==> src/rtl/fp16_mul_arbiter.sv <==
// Round-robin arbiter that shares one pipelined FP16 multiplier between NUM_REQ requesters,
// tagging each issue so results return to their originator. FP16_MUL_ARB_PERF_EN adds issue_count.
module fp16_mul_arbiter #(
  parameter int unsigned NUM_REQ      = 4,
  parameter int unsigned MAX_INFLIGHT = 8
) (
  input  logic                  aclk,
  input  logic                  aresetn,
  input  logic [NUM_REQ-1:0]    req_valid,
  input  logic [16*NUM_REQ-1:0] req_a,
  input  logic [16*NUM_REQ-1:0] req_b,
  output logic [NUM_REQ-1:0]    req_ready,
  output logic [NUM_REQ-1:0]    resp_valid,
  output logic [15:0]           resp_data,
  output logic                  m_a_tvalid,
  output logic                  m_b_tvalid,
  output logic [15:0]           m_a_tdata,
  output logic [15:0]           m_b_tdata,
  input  logic                  s_result_tvalid,
  input  logic [15:0]           s_result_tdata,
  output logic                  busy,
`ifdef FP16_MUL_ARB_PERF_EN
  output logic [31:0]           issue_count,
`endif
  output logic                  err_spurious
);

  localparam int unsigned IdxW = (NUM_REQ > 1) ? $clog2(NUM_REQ) : 1;
  localparam int unsigned PtrW = (MAX_INFLIGHT > 1) ? $clog2(MAX_INFLIGHT) : 1;
  localparam int unsigned CntW = PtrW + 1;

  logic [IdxW-1:0]    rr_ptr_q, rr_ptr_d;
  logic [PtrW-1:0]    wr_ptr_q, wr_ptr_d, rd_ptr_q, rd_ptr_d;
  logic [CntW-1:0]    count_q, count_d;
  logic [IdxW-1:0]    tag_mem_q [MAX_INFLIGHT];
  logic [NUM_REQ-1:0] resp_valid_q, resp_valid_d;
  logic [15:0]        resp_data_q, resp_data_d;
  logic               m_tvalid_q, m_tvalid_d;
  logic [15:0]        m_a_tdata_q, m_a_tdata_d, m_b_tdata_q, m_b_tdata_d;
  logic               err_q, err_d;

  logic               full, pop, can_push, found, push;
  logic [IdxW-1:0]    gnt_idx, cand;
  logic [IdxW-1:0]    pop_tag;

  assign full    = (count_q == CntW'(MAX_INFLIGHT));
  assign pop     = s_result_tvalid && (count_q != '0);
  assign pop_tag = tag_mem_q[rd_ptr_q];
  // A pop in the same cycle frees a slot, so a full FIFO may still accept a grant.
  assign can_push = aresetn && (!full || pop);

  always_comb begin
    found   = 1'b0;
    gnt_idx = '0;
    cand    = '0;
    for (int unsigned off = 1; off <= NUM_REQ; off++) begin
      cand = IdxW'((32'(rr_ptr_q) + off) % NUM_REQ);
      if (!found && req_valid[cand]) begin
        found   = 1'b1;
        gnt_idx = cand;
      end
    end
  end

  assign push      = found && can_push;
  assign req_ready = push ? (NUM_REQ'(1) << gnt_idx) : '0;

  always_comb begin
    rr_ptr_d     = push ? gnt_idx : rr_ptr_q;
    wr_ptr_d     = push ? wr_ptr_q + PtrW'(1) : wr_ptr_q;
    rd_ptr_d     = pop ? rd_ptr_q + PtrW'(1) : rd_ptr_q;
    count_d      = count_q;
    if (push && !pop) begin
      count_d = count_q + CntW'(1);
    end else if (pop && !push) begin
      count_d = count_q - CntW'(1);
    end
    resp_valid_d = pop ? (NUM_REQ'(1) << pop_tag) : '0;
    resp_data_d  = pop ? s_result_tdata : resp_data_q;
    m_tvalid_d   = push;
    m_a_tdata_d  = push ? req_a[16*gnt_idx +: 16] : m_a_tdata_q;
    m_b_tdata_d  = push ? req_b[16*gnt_idx +: 16] : m_b_tdata_q;
    err_d        = err_q || (s_result_tvalid && !pop);
  end

  always_ff @(posedge aclk or negedge aresetn) begin
    if (!aresetn) begin
      rr_ptr_q     <= IdxW'(NUM_REQ - 1);
      wr_ptr_q     <= '0;
      rd_ptr_q     <= '0;
      count_q      <= '0;
      resp_valid_q <= '0;
      resp_data_q  <= '0;
      m_tvalid_q   <= 1'b0;
      m_a_tdata_q  <= '0;
      m_b_tdata_q  <= '0;
      err_q        <= 1'b0;
    end else begin
      rr_ptr_q     <= rr_ptr_d;
      wr_ptr_q     <= wr_ptr_d;
      rd_ptr_q     <= rd_ptr_d;
      count_q      <= count_d;
      resp_valid_q <= resp_valid_d;
      resp_data_q  <= resp_data_d;
      m_tvalid_q   <= m_tvalid_d;
      m_a_tdata_q  <= m_a_tdata_d;
      m_b_tdata_q  <= m_b_tdata_d;
      err_q        <= err_d;
    end
  end

  // Tag storage needs no reset; occupancy is tracked by the pointers and count.
  always_ff @(posedge aclk) begin
    if (push) begin
      tag_mem_q[wr_ptr_q] <= gnt_idx;
    end
  end

`ifdef FP16_MUL_ARB_PERF_EN
  logic [31:0] issue_cnt_q, issue_cnt_d;

  assign issue_cnt_d = push ? issue_cnt_q + 32'd1 : issue_cnt_q;

  always_ff @(posedge aclk or negedge aresetn) begin
    if (!aresetn) begin
      issue_cnt_q <= '0;
    end else begin
      issue_cnt_q <= issue_cnt_d;
    end
  end

  assign issue_count = issue_cnt_q;
`endif

  assign resp_valid   = resp_valid_q;
  assign resp_data    = resp_data_q;
  assign m_a_tvalid   = m_tvalid_q;
  assign m_b_tvalid   = m_tvalid_q;
  assign m_a_tdata    = m_a_tdata_q;
  assign m_b_tdata    = m_b_tdata_q;
  assign busy         = (count_q != '0);
  assign err_spurious = err_q;

endmodule

==> config.mk <==
export PLATFORM = sky130hd
export DESIGN_NAME = fp16_mul_arbiter
export DESIGN_NICKNAME = d
export VERILOG_FILES = /design/src/rtl/fp16_mul_arbiter.sv
export SDC_FILE = /design/constraint.sdc
export NUM_CORES = 1
export LEC_CHECK = 0
export BUFFER_PORTS_ARGS = -buffer_cell sky130_fd_sc_hd__buf_2
export CAP_MARGIN = 20
export CORE_ASPECT_RATIO = 0.75
export CORE_MARGIN = 2
export CORE_UTILIZATION = 50
export CTS_BUF_LIST = sky130_fd_sc_hd__clkbuf_8
export CTS_CLUSTER_SIZE = 30
export DETAILED_ROUTE_END_ITERATION = 10
export PLACE_DENSITY_LB_ADDON = 0.1
export REMOVE_ABC_BUFFERS = 1
export SLEW_MARGIN = 40
export SYNTH_ARGS = -nofsm -noshare
export SYNTH_HDL_FRONTEND = slang
export SYNTH_SLANG_ARGS = --single-unit
==> constraint.sdc <==
create_clock -name aclk -period 4.35 [get_ports aclk]
set_input_delay 0.87 -clock aclk [delete_from_list [all_inputs] [get_ports aclk]]
set_output_delay 0.87 -clock aclk [all_outputs]
set_load 0.02 [all_outputs]
After elaboration in Yosys (flattened, before gate mapping)
Memory sizes are Yosys's and may differ from the RTL's.
Cells that the tools add are included.
{"block": "totals", "ff_bits": 66, "ramBits": 16, "input_bits": 151, "output_inout_bits": 60, "word_cells": 69, "n_memories": 1}
{"block": "op_classes", "n_addsub": 8, "magnitude_cmp": 4, "eq_ne": 1, "n_shift": 4, "n_mux": 22, "reduce_logical": 19}
{"name": "tag_mem_q", "depth": 8, "width": 2, "read_ports": 1, "rd_ports_with_merged_regs": 0, "wr": 1, "line": "35", "text": "logic [IdxW-1:0] tag_mem_q [MAX_INFLIGHT];"}
{"op": "$shiftx 64x7->16", "count": 2}
{"op": "$mux 4", "count": 4}
{"op": "$lt 2x3->1 const B", "count": 4}
{"op": "$mux 1", "count": 10}
{"op": "$logic_and 1x1->1", "count": 9}
{"op": "$bmux 1 s2", "count": 4}
{"op": "$mux 2", "count": 4}
{"op": "$shl 1x2->4 const A", "count": 2}
{"op": "$add 3x1->3 const B", "count": 2}
{"op": "$logic_not 1->1", "count": 6}
{"op": "$add 2x1->2 const B", "count": 2}
{"op": "$add 2x2->2 const B", "count": 2}
{"op": "$add 4x1->4 const B", "count": 1}
{"op": "$eq 4x4->1 const B", "count": 1}
{"op": "$reduce_bool 4->1", "count": 1}
{"op": "$sub 4x1->4 const B", "count": 1}
{"op": "$logic_or 1x1->1", "count": 2}
{"op": "$reduce_bool 2->1", "count": 1}

Depth between registers and ports, before layout
Gate-level depths: netlist of the first run.
{"block": "logic_depth", "word_depth": 18, "ltp_mapped": 12, "mapped_depth_nobuf": 11}

Least setup slack after synthesis of the first run
Ideal clock, no wire load.
{"block": "synth_path", "path_kind": "input -> output", "startpoint": "input req_valid[3]", "endpoint": "output req_ready[0]", "arrival_ns": 2.214, "required_ns": 3.480, "path_slack_ns": 1.266, "cell_stages": 5, "n_path_buf": 1, "cell_sequence": "nand2b_1 o21ai_1 a211o_1 clkbuf_1 nor3b_1"}
{"block": "synth_between", "elab_chain_len": 14, "elab_cells_between_ends": 25, "cone_classes": "1 x shift; 17 x mux; 7 x reduce/logical"}
{"item": "start: declaration", "line": "9", "text": "input logic [NUM_REQ-1:0] req_valid,"}
{"item": "$bmux 1 s2", "line": "58", "text": "if (!found && req_valid[cand]) begin"}
{"item": "$mux 1 (implied by the code)", "line": "58"}
{"item": "$mux 1", "line": "58"}
{"item": "$logic_not 1->1", "line": "58"}
{"item": "$logic_and 1x1->1", "line": "58"}
{"item": "$mux 1", "line": "58"}
{"item": "$logic_not 1->1", "line": "58"}
{"item": "$logic_and 1x1->1", "line": "58"}
{"item": "$mux 1", "line": "58"}
{"item": "$logic_not 1->1", "line": "58"}
{"item": "$logic_and 1x1->1", "line": "58"}
{"item": "$mux 2 *", "line": "58"}
{"item": "net gnt_idx[0]", "line": "43", "text": "logic [IdxW-1:0] gnt_idx, cand;"}
{"item": "$shl 1x2->4 *", "line": "66", "text": "assign req_ready = push ? (NUM_REQ'(1) << gnt_idx) : '0;"}
{"item": "$mux 4 *", "line": "66"}
{"item": "end: declaration", "line": "12", "text": "output logic [NUM_REQ-1:0] req_ready,"}
Mark *: on every way through the listed nets, which the timed path passes. The rest lies on a longest branch. The select of a mux whose other input is x is not followed.

Worst setup path in the final report of the first run
{"block": "layout_path", "startpoint": "input req_valid[3]", "endpoint": "output req_ready[0]"}
{"block": "layout_between", "elab_chain_len": 14, "elab_cells_between_ends": 25, "cone_classes": "1 x shift; 17 x mux; 7 x reduce/logical"}
{"item": "$bmux 1 s2", "line": "58"}
{"item": "$mux 1 (implied by the code)", "line": "58"}
{"item": "$mux 1", "line": "58"}
{"item": "$logic_not 1->1", "line": "58"}
{"item": "$logic_and 1x1->1", "line": "58"}
{"item": "$mux 1", "line": "58"}
{"item": "$logic_not 1->1", "line": "58"}
{"item": "$logic_and 1x1->1", "line": "58"}
{"item": "$mux 1", "line": "58"}
{"item": "$logic_not 1->1", "line": "58"}
{"item": "$logic_and 1x1->1", "line": "58"}
{"item": "$mux 2 / $mux 1 (equally long branches)", "line": "58"}
{"item": "$shl 1x2->4 / $logic_and 1x1->1 (equally long branches)", "line": "66, 65"}
{"item": "$mux 4 *", "line": "66"}
Every way passes the cells marked *; elsewhere a longest branch is shown, timed or not. The select of a mux whose other input is x is not followed.

==> results of run 1 <==
[flip-flops by register name (all words and copies together), names as in the netlist]
signal,flops
count_q,4
err_spurious,1
m_a_tdata,16
m_a_tvalid,1
m_b_tdata,16
rd_ptr_q,3
resp_data,16
resp_valid,4
rr_ptr_q,2
tag_mem_q,16
wr_ptr_q,3
[per-layer routing]
metal / part of all wire (%) / vias up / track usage, %
met5: 0 / - / 0
met4: 1.1 / 0 / 5.88
met3: 6.5 / 12 / 6.21
met2: 51 / 113 / 36.6
met1: 41 / 1617 / 26.1
li1: - / 1685 / -
[cell type report]
class	count	area, um2	area share [%]
Sequential cell	82	2130	37.2
Multi-Input combinational cell	249	2110	36.8
Timing Repair Buffer	217	1110	19.3
Clock buffer	10	138	2.40
Tap cell	108	135	2.35
Clock inverter	6	88.8	1.55
Inverter	7	26.3	0.458
[where the power goes]
group | total [uW] | internal, uW | leakage, uW | switching (uW)
registers | 1310 | 1100 | 0.000928 | 207
logic | 1690 | 767 | 0.00196 | 925
clock network | 613 | 341 | 0.000115 | 272
[cells in the mapped netlist (2+ instances only)]
library cell / n
dfstp_2: 2
nor3b_1: 4
mux2_1: 4
o21ai_0: 2
buf_4: 6
mux4_2: 4
edfxtp_1: 16
nor4bb_1: 2
nor2_1: 8
xnor2_1: 5
nand2_1: 59
mux2_2: 31
a21oi_1: 2
inv_1: 5
buf_2: 5
xor2_1: 3
mux2i_1: 98
a21o_1: 2
clkbuf_1: 6
nand2b_1: 3
and3_1: 2
ha_1: 5
nor3_1: 4
dfrtp_1: 64
buf_6: 3
[worst reg2reg max path: stages, from the launching register on]
cell and delay, ns:
dfrtp_1 0.46, nor3_1 0.12, a31oi_4 0.55, ha_1 0.30
inv_1 0.09, ha_1 0.28, a21o_1 0.17, a21oi_1 0.17
xnor2_1 0.14, nor2_1 0.07, xor2_1 0.15
[worst max path at each step]
stage                       from      endpoint  slack (ns)  depth (start not counted)
floorplan           req_valid[0]  req_ready[3]       -0.84                          4
global placement    req_valid[3]  req_ready[0]        1.04                          6
detailed placement  req_valid[2]    count_q[3]        0.96                         11
CTS                 req_valid[0]  req_ready[3]        1.03                          7
global route        req_valid[3]  req_ready[0]        0.93                          6
finish              req_valid[3]  req_ready[0]        1.01                          6
[logic make-up (layout without fill, tap and decap cells)]
family | after synthesis | in the layout | synth area share (%)
compound gates | 12 | 12 | 2.22
xor+xnor | 8 | 8 | 1.60
fa+ha+maj | 6 | 6 | 1.88
buf+inv | 28 | 240 | 3.56
flops | 82 | 82 | 48.6
mux | 137 | 137 | 33.4
simple gates | 86 | 86 | 8.80
[stage by stage]
| step | power [uW] | setup slack, ns | hold slack [ns] |
|---|---|---|---|
| final | 3620 | 1.01 | 0.465 |
| after detailed placement | 3040 | 0.958 | 0.448 |
| after floorplan | 2540 | -0.838 | 0.482 |
| after global placement | 3000 | 1.04 | 0.436 |
| after global routing | 3860 | 0.934 | 0.499 |
| after CTS | 3660 | 1.03 | 0.467 |
==> flow_summary.ini, run 1 <==
[grt]
overflow = 0
antenna_found_initial = 0
grt_max_degree = 67
grt_first_pass_wirelength_um = 16100
grtUsageTotal_pct = 21.1
grt_pass1_vias = 3511

[drt]
drc = 0
dr.pass1.iters = 5
drt_iter0_drc = 95
detail-route-antenna-nets = 0
vias = 3427
avgRoutedWirePerCell_um = 14.4
wl_um = 9760
viasPerCell = 5.05

[timing]
fmax_mhz = 299
relSlewSlack_pct = 49.7
period_needed_ns = 3.34
finalSetupTns_ns = 0
finalMaxSlewViolations = 0
post-route-period-util_pct = 76.9
rsz0062_at_grt = false
max_slew.worst_pin.slew_ns = 0.754
hold_violations = 0
setup_viol = 0
fin_worst_skew_ns = 0.0108

[critical_path]
start_kind = primary input
critPathArrivalTime_ns = 2.47
required_ns = 3.48
crit_fanout = 17
crit_type = primary input to output port
r2r_slack_ns = 1.72
path_buf_inv = 2
end_kind = output port
timing.rr.start = count_q[0]
cp_top_family = simple AND/OR/NAND/NOR gates
critPathMaxStageDelay_ns = 0.52
cp_slowest_cell = a211o_2
reg2reg_depth = 10
crit_top_cell = buf_2
r2r-end = count_q[3]
crit_chain = buf_2 -> nand2b_1 -> o21ai_1 -> a211o_2 -> nor3b_1 -> buf_2

[min_path]
min_from = err_spurious
min_path_type = flip-flop to flip-flop
whs_endpoint = err_spurious
hold_path_depth = 1

[pwr]
power.density_nw_per_um2 = 630
p_leak_uw = 0.00300
ir_drop_uv = 355

[placement]
placed_cell_area_um2 = 5510
place_inst = 663
globalplace.congestion = 0.748
hpwl_um = 7370
port-buffer-count = 210

[synthesis]
syn_area_per_cell_um2 = 12.2
async_flop_share_pct = 80.5
synthDistinctLibCells = 39
synth_top_cell_by_area = dfrtp_1
ys_top_cells_by_area = dfrtp_1, mux2i_1, edfxtp_1
ys.flop_type = dfrtp_1
synth_edf_count = 16
yosys_warnings = 0
ys_ff_latch = 82
seq_area_frac_synth_pct = 48.6
syn_inst = 359
synth_top_area_share_pct = 36.5
synth_area_um2 = 4390

[clocking]
path_clk_slew_ns = 0.08
cts_tree = built
ctsHtreeMaxLevel = 3
clockBufferDepth = 2
cts_resized = 0
clock_sinks = 82
clk_latency_ns = 0.35
post_cts_buffers = 0
clockRootBuffer = clkbuf_8
numCtsBuffers = 9
hold_buffers = 0

[finish]
final_cell_mix = buf_2, mux2i_1, dfrtp_1, nand2_1, mux2_2
n_fill_cell = 656
antenna_cells = 0
syn_to_final_growth_pct = 30.7
fin_cells = 679
nNetsFinal = 723
design_area_um2 = 5740
layout-drive-gt1-share_pct = 48.0
final_common_cell = buf_2
utilization_pct = 67.6

[floorplan]
start_util_pct = 51.7
die_h_um = 85.2
coreArea_um2 = 8490
num_rows = 29
dieArea_um2 = 9560
dieWidth_um = 112
io_pins = 211

[status]
outcome = complete, no violations

[flow_run]
maxCapViolCount = 0
(Power assumes the default switching activity.)
==> inputs of run 2 (changes only) <==
Settings changed: CORE_UTILIZATION 50 to 48.
Clock period 4.35 ns to 3.5 ns, I/O delays scaled along.
==> flow_summary.ini, run 2 (same netlist as run 1, synthesis figures left out) <==
[finish]
final_common_cell = buf_2
syn_to_final_growth_pct = 30.3
nNetsFinal = 726
fin_cells = 686
utilization_pct = 63.8
antenna_cells = 0
layout-drive-gt1-share_pct = 48.1
final_cell_mix = buf_2, mux2i_1, dfrtp_1, nand2_1, mux2_2

[drt]
wl_um = 9880
vias = 3452
detail-route-antenna-nets = 0
met1_length_um = 4210
wl_met3_um = 708
drc = 0
avgRoutedWirePerCell_um = 14.4
viasPerCell = 5.03
dr.pass1.iters = 4
topRoutingLayerUsed = met4
drt_iter0_drc = 91
wl_met2_um = 4860

[timing]
setup_slack_ns = 0.523
finalMaxSlewViolations = 0
max_slew.worst_pin.slew_ns = 0.665
hold_violations = 0
relSlewSlack_pct = 55.1
post-route-period-util_pct = 85.1
fin_worst_skew_ns = 0.0113
fmax_mhz = 336
rsz0062_at_grt = false
setup_viol = 0
period_needed_ns = 2.98

[pwr]
p_leak_uw = 0.00299
ir_drop_uv = 360
power.density_nw_per_um2 = 762

[clocking]
clock_sinks = 82
hold_buffers = 0
cts_tree = built
cts_resized = 0
post_cts_buffers = 0
clockRootBuffer = clkbuf_8
clockBufferDepth = 2
numCtsBuffers = 9
ctsHtreeMaxLevel = 3
path_clk_slew_ns = 0.08
clk_latency_ns = 0.34

[critical_path]
end_kind = output port
crit_type = primary input to output port
crit_fanout = 46
timing.rr.start = count_q[0]
critPathArrivalTime_ns = 2.28
required_ns = 2.80
start_kind = primary input
reg2reg_depth = 11
r2r_slack_ns = 0.92
r2r-end = count_q[3]

[floorplan]
dieWidth_um = 114
coreArea_um2 = 8970
start_util_pct = 49.0
dieArea_um2 = 9940
num_rows = 30
die_h_um = 86.9
io_pins = 211

[grt]
grtUsageTotal_pct = 20.0
grt_first_pass_wirelength_um = 15600
grt_pass1_vias = 3392
antenna_found_initial = 0
overflow = 0
grt_max_degree = 67

[placement]
place_inst = 670
dpl_worst_slack_ns = 0.518
port-buffer-count = 210
hpwl_um = 7410
globalplace.congestion = 0.757

[flow_run]
maxCapViolCount = 0

[min_path]
min_path_type = primary input to async pin

[status]
outcome = complete, no violations
[run 2: layout make-up]
class | instances | area [um2]
Tap cell | 112 | 140
Sequential cell | 82 | 2130
Clock inverter | 7 | 46.3
Inverter | 7 | 26.3
Timing Repair Buffer | 220 | 1140
Clock buffer | 9 | 124
Multi-Input combinational cell | 249 | 2110
Fill cell | 761 | 3250
[run 2: report_power, final]
group | internal [uW] | leakage [uW] | switching [uW]
Clock | 256 | 0.0000884 | 336
Combinational | 980 | 0.00198 | 1170
Sequential | 1370 | 0.000928 | 250
[run 2: through the flow]
stage	hold WS, ns	TNS, ns	instance area (um2)	power [uW]
2_1_floorplan	0.404	-35.22	4260	3150
3_3_place_gp	0.454	0	5550	3760
3_5_place_dp	0.455	0	5560	3820
4_1_cts	0.471	0	5730	4430
5_1_grt	0.490	0	5730	4680
6_report	0.456	0	5730	4360
[run 2: worst max-delay path by stage]
stage,from,endpoint,slack [ns],depth (start not counted)
2_1_floorplan,req_valid[0],req_ready[3],-1.35,4
3_3_place_gp,req_valid[2],req_ready[1],0.53,6
3_5_place_dp,req_valid[2],req_ready[1],0.52,6
4_1_cts,req_valid[2],req_ready[1],0.51,6
5_1_grt,req_valid[2],req_ready[1],0.45,6
6_report,req_valid[2],req_ready[0],0.52,6
[run 2: per-layer routing]
layer	track usage, %	up-vias
met1	24.2	1629
met3	5.85	10
li1	-	1694
met5	0	-
met2	35.4	119
met4	4.88	0
[run 2: worst max-delay path: stages]
cell,delay (ns)
buf_2,0.12
o41ai_1,0.66
a31oi_4,0.05
buf_4,0.32
nor3b_1,0.22
buf_2,0.17
==> inputs of run 3 (changes only) <==
Clock period 3.5 ns to 2.99 ns, I/O delays scaled along.
==> flow_summary.ini, run 3 (same netlist as run 1, synthesis figures left out) <==
[floorplan]
coreArea_um2 = 8970
die_h_um = 86.9
num_rows = 30
io_pins = 211
dieArea_um2 = 9940
start_util_pct = 49.0
dieWidth_um = 114

[drt]
drt_iter0_drc = 78
dr.pass1.iters = 4
avgRoutedWirePerCell_um = 14.5
viasPerCell = 4.99
wl_um = 9980
vias = 3436
drc = 0
detail-route-antenna-nets = 0

[timing]
post-route-period-util_pct = 87.9
finalMaxSlewViolations = 0
timing.hold.ws_ns = 0.358
period_needed_ns = 2.63
relSlewSlack_pct = 59.6
fin_worst_skew_ns = 0.0131
max_slew.worst_pin.slew_ns = 0.601
fmax_mhz = 380
setup_viol = 0
rsz0062_at_grt = false
finalSetupTns_ns = 0
hold_violations = 0

[finish]
multi_input_area_um2 = 2110
n_fill_cell = 730
final_cell_mix = buf_2, mux2i_1, dfrtp_1, nand2_1, mux2_2
syn_to_final_growth_pct = 31.7
layout-drive-gt1-share_pct = 48.1
design_area_um2 = 5780
final_common_cell = buf_2
final-seq-area_um2 = 2130
nNetsFinal = 728
antenna_cells = 0
fin_cells = 688

[critical_path]
critPathMaxStageDelay_ns = 0.58
path_buf_inv = 1
crit_chain = nand2b_1 -> o21ai_1 -> a211o_2 -> nor3b_1 -> buf_2
crit_type = flip-flop to output port
crit_fanout = 7
start_kind = flip-flop
required_ns = 2.39
cp_top_family = flip-flops
cp_slowest_cell = dfstp_2
critPathArrivalTime_ns = 2.03
end_kind = output port

[pwr]
switchingPower_uw = 2040
ir_drop_uv = 331
p_leak_uw = 0.00303
power.density_nw_per_um2 = 902
p_int_uw = 3180
switching_share_pct = 39.1
comb_power_share_pct = 49.0
p_seq_share_pct = 36.5
clockPowerShare_pct = 14.5

[placement]
globalplace.congestion = 0.817
hpwl_um = 7570
placed_cell_area_um2 = 5590
place_inst = 672
port-buffer-count = 210

[clocking]
path_clk_slew_ns = 0.08
clk_latency_ns = 0.34
hold_buffers = 0
clock_sinks = 82
ctsHtreeMaxLevel = 3
clockRootBuffer = clkbuf_8
cts_tree = built
post_cts_buffers = 0
numCtsBuffers = 9
cts_resized = 0
clockBufferDepth = 2

[grt]
grt_max_degree = 67
grt_pass1_vias = 3463
grtUsageTotal_pct = 20.5
overflow = 0
antenna_found_initial = 0
grt_first_pass_wirelength_um = 15900

[min_path]
min_path_type = primary input to async pin

[flow_run]
maxCapViolCount = 0

[status]
outcome = complete, no violations
[run 3: changes by cell type in the layout (fill, tap and decap cells not counted), sizes merged]
cell and delta:
clkinv -2, inv +1, clkbuf +1, clkinvlp -1, bufinv +1, buf +2
[run 3: path summary, 6_finish.rpt]
path | cells past startpoint | to | from | slack, ns
max | 5 | req_ready[0] | rr_ptr_q[0] | 0.36
min | 2 | resp_data[5] | aresetn | 0.36
max reg2reg | 11 | count_q[3] | count_q[1] | 0.36
min reg2reg | 1 | err_spurious | err_spurious | 0.47
max in group asynchronous | 2 | m_a_tdata[4] | aresetn | 2.21
min in group aclk | 3 | resp_data[12] | s_result_tdata[12] | 0.44
[run 3: through the flow]
step	utilization (%)	setup WS [ns]	power (uW)
floorplan	-	-1.65	3690
global placement	62.3	0.277	4450
detailed placement	62.3	0.207	4520
CTS	64.4	0.324	5300
global route	64.5	0.165	5580
finish	64.5	0.361	5220
[run 3: power groups by stage]
| stage | logic [uW] | registers [uW] | clock network (uW) |
|---|---|---|---|
| floorplan | 1410 | 2280 | 0 |
| global placement | 2540 | 1910 | 0 |
| detailed placement | 2590 | 1920 | 0 |
| CTS | 2600 | 1910 | 794 |
| global route | 2770 | 1970 | 846 |
| finish | 2560 | 1900 | 759 |
[run 3: metal layers]
| layer | global-route usage [%] | vias up | wire [um] |
|---|---|---|---|
| met5 | 0 | - | 0 |
| met4 | 4.99 | 0 | 103 |
| li1 | - | 1692 | - |
| met3 | 5.71 | 8 | 682 |
| met1 | 24.4 | 1607 | 4100 |
| met2 | 36.8 | 129 | 5090 |
[run 3: cell type report]
type	instances	area share (%)
clock buffers	10	2.38
inverters	7	0.454
well taps	112	2.42
flip-flops and latches	82	36.9
clock inverters	6	0.887
repair buffers	222	20.4
multi-input cells	249	36.5
